$ cat config.mk
export PLATFORM = sky130hd
export DESIGN_NAME = codes_engine
export DESIGN_NICKNAME = d
export VERILOG_FILES = /design/src/rtl/codes_pkg.sv /design/src/rtl/codes_prio_enc.sv /design/src/rtl/codes_engine.sv
export SDC_FILE = /design/constraint.sdc
export NUM_CORES = 1
export LEC_CHECK = 0
export BUFFER_PORTS_ARGS = -buffer_cell sky130_fd_sc_hd__buf_2
export CAP_MARGIN = 20
export CORE_MARGIN = 2
export CORE_UTILIZATION = 55
export DETAILED_ROUTE_END_ITERATION = 7
export PLACE_DENSITY_LB_ADDON = 0.05
export SLEW_MARGIN = 20
export SYNTH_ARGS = -nofsm -noshare
export SYNTH_HDL_FRONTEND = slang
export SYNTH_SLANG_ARGS = --single-unit
$ cat constraint.sdc
create_clock -name clk -period 9.6 [get_ports clk]
set_clock_uncertainty 0.05 [all_clocks]
set_input_delay 0.96 -clock clk [delete_from_list [all_inputs] [get_ports clk]]
set_output_delay 0.96 -clock clk [all_outputs]
set_load 0.02 [all_outputs]
$ cat src/rtl/codes_pkg.sv
// Shared definitions for the cheat-code engine: code-word field offsets,
// per-slot flag record and hit-counter width.
package codes_pkg;

    localparam int HIT_CNT_W = 16;

    // Packed code word, LSB first: comp_flag, ena_flag, addr, compare, data.
    function automatic int COMP_F();
        return 0;
    endfunction

    function automatic int ENA_F();
        return 1;
    endfunction

    function automatic int ADDR_S();
        return 2;
    endfunction

    function automatic int COMP_S(input int addr_w);
        return addr_w + 2;
    endfunction

    function automatic int DATA_S(input int addr_w, input int comp_w);
        return addr_w + comp_w + 2;
    endfunction

    typedef struct packed {
        logic valid;
        logic comp_flag;
    } slot_flags_t;

endpackage

$ cat src/rtl/codes_prio_enc.sv
// Lowest-set-bit priority encoder; reports the winning index and whether any
// request bit was set.
module codes_prio_enc #(
    parameter int WIDTH = 16,
    parameter int IDX_W = 4
) (
    input  logic [WIDTH-1:0] i_req,
    output logic [IDX_W-1:0] o_idx,
    output logic             o_found
);

    // NOTE: combinational logic uses blocking '=' and assigns every output a
    // default first, so no latch can be inferred.
    always_comb begin
        o_idx   = '0;
        o_found = 1'b0;
        for (int i = WIDTH - 1; i >= 0; i--) begin
            if (i_req[i]) begin
                o_idx   = IDX_W'(i);
                o_found = 1'b1;
            end
        end
    end

endmodule

$ cat src/rtl/codes_engine.sv
// Game Genie style cheat-code table with zero-latency read-data override.
// Optional per-slot hit counters are enabled by defining CODES_HIT_STATS_EN.
module codes_engine
    import codes_pkg::*;
#(
    parameter int MAX_CODES  = 16,
    parameter int INDEX_SIZE = 4,
    parameter int ADDR_WIDTH = 16,
    parameter int DATA_WIDTH = 8,
    parameter int COMP_WIDTH = 8,
    parameter int CODE_WIDTH = ADDR_WIDTH + COMP_WIDTH + DATA_WIDTH + 2
) (
    input  logic                  clk,
    input  logic                  reset,
    input  logic [CODE_WIDTH-1:0] code,
    input  logic                  code_wr,
    input  logic                  enable,
    input  logic [ADDR_WIDTH-1:0] addr_in,
    input  logic [DATA_WIDTH-1:0] data_in,
`ifdef CODES_HIT_STATS_EN
    input  logic [INDEX_SIZE-1:0] stat_idx,
    output logic [HIT_CNT_W-1:0]  stat_count,
`endif
    output logic                  available,
    output logic                  genie_ovr,
    output logic [DATA_WIDTH-1:0] genie_data,
    output logic [INDEX_SIZE:0]   num_codes,
    output logic                  load_err
);

    localparam int L_COMP_F = COMP_F();
    localparam int L_ENA_F  = ENA_F();
    localparam int L_ADDR_S = ADDR_S();
    localparam int L_COMP_S = COMP_S(ADDR_WIDTH);
    localparam int L_DATA_S = DATA_S(ADDR_WIDTH, COMP_WIDTH);

    slot_flags_t           r_flags [MAX_CODES];
    logic [ADDR_WIDTH-1:0] r_addr  [MAX_CODES];
    logic [COMP_WIDTH-1:0] r_cmp   [MAX_CODES];
    logic [DATA_WIDTH-1:0] r_data  [MAX_CODES];
    logic [INDEX_SIZE:0]   r_num;
    logic                  r_available;
    logic                  r_load_err;

    logic                  w_cflag, w_ena;
    logic [ADDR_WIDTH-1:0] w_addr;
    logic [COMP_WIDTH-1:0] w_cmp;
    logic [DATA_WIDTH-1:0] w_data;
    logic [MAX_CODES-1:0]  w_valid, w_match, w_hit;
    logic [INDEX_SIZE-1:0] w_match_idx, w_free_idx, w_wr_slot;
    logic                  w_match_found, w_free_found;
    logic                  w_wr_en, w_clr_en, w_full, w_hit_any;
    logic [INDEX_SIZE:0]   w_num_next;
    logic [DATA_WIDTH-1:0] w_hit_data;

    assign w_cflag = code[L_COMP_F];
    assign w_ena   = code[L_ENA_F];
    assign w_addr  = code[L_ADDR_S +: ADDR_WIDTH];
    assign w_cmp   = code[L_COMP_S +: COMP_WIDTH];
    assign w_data  = code[L_DATA_S +: DATA_WIDTH];

    always_comb begin
        for (int i = 0; i < MAX_CODES; i++) begin
            w_valid[i] = r_flags[i].valid;
            w_match[i] = r_flags[i].valid && (r_addr[i] == w_addr);
        end
    end

    codes_prio_enc #(.WIDTH(MAX_CODES), .IDX_W(INDEX_SIZE)) u_match_enc (
        .i_req   (w_match),
        .o_idx   (w_match_idx),
        .o_found (w_match_found)
    );

    codes_prio_enc #(.WIDTH(MAX_CODES), .IDX_W(INDEX_SIZE)) u_free_enc (
        .i_req   (~w_valid),
        .o_idx   (w_free_idx),
        .o_found (w_free_found)
    );

    // An add to an address already in the table rewrites that slot, keeping
    // addresses unique so at most one slot can ever hit.
    always_comb begin
        w_wr_slot  = w_match_idx;
        w_wr_en    = 1'b0;
        w_clr_en   = 1'b0;
        w_full     = 1'b0;
        w_num_next = r_num;
        if (code_wr) begin
            if (w_ena) begin
                if (w_match_found) begin
                    w_wr_en = 1'b1;
                end else if (w_free_found) begin
                    w_wr_en    = 1'b1;
                    w_wr_slot  = w_free_idx;
                    w_num_next = r_num + 1'b1;
                end else begin
                    w_full = 1'b1;
                end
            end else if (w_match_found) begin
                w_clr_en   = 1'b1;
                w_num_next = r_num - 1'b1;
            end
        end
    end

    // NOTE: sequential state uses non-blocking '<=' so every flop samples the
    // pre-edge values, whatever the statement order.
    always_ff @(posedge clk) begin
        if (reset) begin
            for (int i = 0; i < MAX_CODES; i++) r_flags[i] <= '0;
            r_num       <= '0;
            r_available <= 1'b0;
            r_load_err  <= 1'b0;
        end else begin
            if (w_wr_en)  r_flags[w_wr_slot] <= '{valid: 1'b1, comp_flag: w_cflag};
            if (w_clr_en) r_flags[w_wr_slot].valid <= 1'b0;
            r_num       <= w_num_next;
            r_available <= (w_num_next != '0);
            r_load_err  <= w_full;
        end
    end

    // NOTE: the payload arrays have no reset; a slot's valid bit alone decides
    // whether its contents are ever looked at.
    always_ff @(posedge clk) begin
        if (w_wr_en) begin
            r_addr[w_wr_slot] <= w_addr;
            r_cmp[w_wr_slot]  <= w_cmp;
            r_data[w_wr_slot] <= w_data;
        end
    end

    always_comb begin
        w_hit_any  = 1'b0;
        w_hit_data = data_in;
        for (int i = 0; i < MAX_CODES; i++) begin
            w_hit[i] = r_flags[i].valid && (r_addr[i] == addr_in) &&
                       (!r_flags[i].comp_flag || (r_cmp[i] == data_in[COMP_WIDTH-1:0]));
            if (w_hit[i]) begin
                w_hit_any  = 1'b1;
                w_hit_data = r_data[i];
            end
        end
    end

    assign genie_ovr  = enable && w_hit_any;
    assign genie_data = genie_ovr ? w_hit_data : data_in;
    assign available  = r_available;
    assign num_codes  = r_num;
    assign load_err   = r_load_err;

`ifdef CODES_HIT_STATS_EN
    logic [HIT_CNT_W-1:0] r_hits [MAX_CODES];
    logic [HIT_CNT_W-1:0] r_stat;

    always_ff @(posedge clk) begin
        if (reset) begin
            for (int i = 0; i < MAX_CODES; i++) r_hits[i] <= '0;
            r_stat <= '0;
        end else begin
            for (int i = 0; i < MAX_CODES; i++) begin
                if ((w_wr_en || w_clr_en) && (w_wr_slot == INDEX_SIZE'(i)))
                    r_hits[i] <= '0;
                else if (enable && w_hit[i] && (r_hits[i] != '1))
                    r_hits[i] <= r_hits[i] + 1'b1;
            end
            r_stat <= r_hits[stat_idx];
        end
    end

    assign stat_count = r_stat;
`endif

endmodule

# After elaboration in Yosys (flattened, before gate mapping)
# Memories as Yosys holds them, arrays and structs flattened.
# Index checks and enable logic that the tools add are counted.
# word_totals
ff_bits	7
latchBits	0
mem_bits_rw	544
mem_bits_ro	0
inputBits	62
output_inout_bits	16
word_cells	272
mem_count	4
# op_classes
addsub	2
multipliers	0
div	0
n_lt_le_gt_ge	0
eq_ne	48
n_shift	0
mux	127
bitwise_logic	4
n_reduce_logical	84
# mem_list
name	depth	width	read_ports	rd_ports_with_merged_regs	wr	line_no	text
r_addr	16	16	16	0	1	codes_engine.sv:38	logic [ADDR_WIDTH-1:0] r_addr [MAX_CODES];
r_cmp	16	8	16	0	1	codes_engine.sv:39	logic [COMP_WIDTH-1:0] r_cmp [MAX_CODES];
r_data	16	8	16	0	1	codes_engine.sv:40	logic [DATA_WIDTH-1:0] r_data [MAX_CODES];
r_flags	16	2	16	0	16	codes_engine.sv:37	slot_flags_t r_flags [MAX_CODES];
# ops
cell	n
$eq 16x16->1	32
$mux 4	37
$mux 8	17
$eq 8x8->1	16
$mux 1	66
$logic_and 1x1->1	49
$mux 5	5
$logic_not 1->1	16
$logic_or 1x1->1	16
$not 16->16	1
$add 5x1->5 const B	1
$reduce_bool 5->1	1
$sub 5x1->5 const B	1
$mux 2	2
$reduce_or 4->1	1
$not 1->1	2
$reduce_or 2->1	1
$or 1x1->1	1

# Depth between registers and ports, before layout
# An unclocked memory read counts as a cell.
# depth
depth_word	28
ltp_mapped	14
ltp_nobuf	10

# Hierarchy
# From an unflattened synthesis, not the netlist that was laid out.
# hier_totals
cells_unflattened	2244
area_unflattened_um2	28332.2
# modules_own_cells
module	n_inst	cells_each	area_each_um2	seq_area_each_um2
codes_engine	1	2178	27974.3	16475.8
codes_prio_enc	2	33	178.9	0.0

# Least setup slack after synthesis
# No wires, ideal clock.
# synth_path
path_kind	in2reg
from	input port code[16]
to	memory r_addr[14][0] (enable)
setup_time_ps	461
arrival_ps	5476
t_required_ps	9089
path_slack_ps	3613
stages	12
n_path_buf	2
cell_sequence	buf_2 -> buf_2 -> xor2_1 -> nor4_1 -> nand4_1 -> o22ai_1 -> o2111ai_1 -> a21boi_0 -> a21oi_1 -> nor3b_2 -> nand2_1 -> nor3_1
# synth_via
elab_chain_len	23
elab_cells_between_ends	73
classes_between	16 x eq/ne; 41 x mux; 16 x reduce/logical
# synth_lines
item	line_no	text
start: declaration	codes_engine.sv:15	input logic [CODE_WIDTH-1:0] code,
$eq 16x16->1	codes_engine.sv:65	w_match[i] = r_flags[i].valid && (r_addr[i] == w_addr);
$logic_and 1x1->1	codes_engine.sv:65	
$mux 1 (16 in a row)	codes_prio_enc.sv:18	if (i_req[i]) begin
$mux 1	codes_engine.sv:91	if (w_match_found) begin
$mux 1	codes_engine.sv:90	if (w_ena) begin
$mux 1	codes_engine.sv:89	if (code_wr) begin
$mux 1	codes_engine.sv:127	if (w_wr_en) begin
$mux 1 (implied by the code)	codes_engine.sv:128	r_addr[w_wr_slot] <= w_addr;
end: declaration	codes_engine.sv:38	
# Parallel ways exist; a longest one is shown, timed or not.

# Final worst setup path
# layout_path
from	input port addr_in[6]
to	output port genie_data[7]
# layout_via
elab_chain_len	21
elab_cells_between_ends	82
classes_between	16 x eq/ne; 33 x mux; 33 x reduce/logical
# layout_lines
item	line_no	text
start: declaration	codes_engine.sv:18	input logic [ADDR_WIDTH-1:0] addr_in,
$eq 16x16->1	codes_engine.sv:138	w_hit[i] = r_flags[i].valid && (r_addr[i] == addr_in) &&
$logic_and 1x1->1 (2 in a row)	codes_engine.sv:138	
$mux 1 (16 in a row)	codes_engine.sv:140	if (w_hit[i]) begin
$logic_and 1x1->1	codes_engine.sv:147	assign genie_ovr = enable && w_hit_any;
$mux 8 *	codes_engine.sv:148	assign genie_data = genie_ovr ? w_hit_data : data_in;
end: declaration	codes_engine.sv:26	output logic [DATA_WIDTH-1:0] genie_data,
# Mark *: on every way between the ends. The rest lies on a longest branch, timed or not.

==> out/metrics.yaml <==
grt:
  grt_overflow_total: 0
  grt-busiest-layer: "met2"
  grt_pass1_vias: 17710
  antenna_found_initial: 2
  track_usage_pct: 31.53
  grt_pass1_wl_mm: 119.8
  grt_util_met1_pct: 42.89
  use_met3_pct: 4.525
  grt_util_met2_pct: 51.18
  grt_max_degree: 35
clock_network:
  hold_buffers: 0
  clkTransAtPathRegs_ps: 60
  cts_resized: 0
  root_buffer: "clkbuf_16"
  cts_buffer_depth: 3
  tritoncts: "built"
  clock_sink_count: 551
  ctsHtreeMaxLevel: 2
  cts_setup_buffers: 0
  numCtsBuffers: 59
  worstSkewPairLatency_ps: 630
job:
  drv_cap: 0
layout:
  area_delta_synth_final_pct: 10.68
  fin_nets: 2261
  fin_util_pct: 61.39
  insertedDiodeCount: 0
  drive_gt1_share_pct: 10.96
  final_common_cell: "edfxtp_1"
  mostFrequentLayoutCells: "edfxtp_1, xnor2_1, xor2_1"
detailed_routing:
  drt-total-wl_mm: 82.58
  drc_errors: 0
  vias_per_cell: 6.219
  drtIter0Drc: 1929
  antenna_left: 0
  routedWlPerCell_um: 28.32
  dr.pass1.iters: 6
  num_vias: 18130
timing:
  min_period_ps: 6385
  finalHoldViolations: 0
  maxSlewHeadroom_pct: 21.99
  fin_crit_sh_pct: 66.51
  worstMarginPinSlew_ps: 1158
  fin_setup_tns_ps: 0
  setup_viol_count_final: 0
  rsz0062_at_grt: "false"
  maxSlewViolCount: 0
  clock.fmax_ghz: 0.1566
logic_synthesis:
  syn_nets: 2202
  yosysWarnings: 0
  synth.distinct_cells: 71
  ys_seq_area_share_pct: 59.57
  async_reset_ff_share_pct: 0
  synth_edf_count: 544
  netlist_area_mm2: 0.02766
  syn_inst: 2138
  ys_ff_latch: 551
  synthFlopType: "edfxtp_1"
  avgSynthCellArea_um2: 12.94
setup_path:
  worstRegToRegCells: 11
  arrival_ps: 5370
  start_kind: "input pin"
  crit_required_ps: 8590
  timing_worst_setup_path_type: "input pin to output pin"
  cp_max_fo: 16
  crit_path_end_kind: "output pin"
floorplan:
  initial_core_util_pct: 55.47
  die_x_um: 228.2
  core_mm2: 0.04986
  io-pin-count: 78
  die-area_mm2: 0.05209
  die_y_um: 228.2
  num_rows: 82
run_status:
  outcome: "complete, no violations"
place:
  gp_congestion: 0.9221
  hpwl_mm: 53.13
  port_buffers: 77
power:
  powerDensity_mw_per_mm2: 173.1
  peakVddDrop_mv: 0.1620
  p_leak_nw: 9.583
min_path:
  min_delay_path_depth: 2
  min_path_type: "flop to flop"
layer usage:
metal	share of wire, %	vias up
met4	4.6	2
met3	7.7	184
met5	0.016	-
li1	-	7953
met1	41	9105
met2	47	890
state kept, by name, summed over array words and instances, names as in the netlist:
name,flops
r_addr,256
r_flags,32
load_err,1
available,1
r_cmp,128
r_data,128
num_codes,5
final cells by class:
class	instances	area, µm²
repair buffers	110	778.2
inverters	25	93.84
multi-input cells	1450	10530
fillers	3961	19250
well taps	672	840.8
flip-flops and latches	551	16480
clock inverters	36	365.4
clock buffers	72	1525
metrics by stage:
step	area, µm²	std cells	hold slack, ps	total power [mW]	setup WS (ps)
after detailed placement	28560	2802	469.9	3.082	3365
after CTS	30450	2910	481.0	5.314	3414
after global placement	28510	2800	458.7	3.078	3427
after global routing	30610	2916	512.5	5.437	3163
after floorplan	27660	2138	541.6	2.947	3613
final	30610	2916	479.0	5.300	3215
cells in the mapped netlist, types with 22 or more instances:
master	count	area, µm²
nor3_1	40	200.2
nor2_1	80	300.3
nor2b_1	22	137.6
a21oi_1	34	170.2
clkbuf_1	28	105.1
nor4_1	72	450.4
inv_1	24	90.09
edfxtp_1	544	16340
nand4_1	115	719.4
buf_2	54	270.3
nand2_1	85	319.1
xor2_1	219	1918
nand3_1	51	255.2
o21ai_0	79	395.4
xnor2_1	424	3714
critical path, stage by stage:
cell	delay, ps
buf_2	680
xnor2_1	200
nand4_1	300
nor4_1	730
and4_1	770
or3_1	350
nor2_1	150
a221o_1	340
a311oi_1	310
a21oi_1	110
mux2_2	290
buf_2	160
kinds of logic (layout without fill, tap and decap cells):
kind of cell	Yosys count	after routing	synth area share, %
multiplexers	16	16	0.6515
buffers and inverters	137	243	2.769
XOR/XNOR	643	643	20.36
flip-flops	551	551	59.57
adder cells (fa/ha/maj)	2	2	0.09047
AO/OA/AOI/OAI	222	222	5.207
AND/OR/NAND/NOR	567	567	11.35
worst paths after layout:
path	startpoint	endpoint	slack, ps
setup reg to reg	r_addr[12][5]	r_addr[6][3]	4470
hold reg to reg	num_codes[4]	num_codes[4]	480
hold / removal	num_codes[4]	num_codes[4]	480
setup / recovery	addr_in[6]	genie_data[7]	3220
where the power goes:
part           leakage, nW  switching, mW  internal, mW
registers             5.00         0.0128          2.66
clock network        0.929          0.952          1.31
logic                 3.65          0.250         0.117
total                 9.58           1.21          4.09
(Power assumes the default switching activity.)
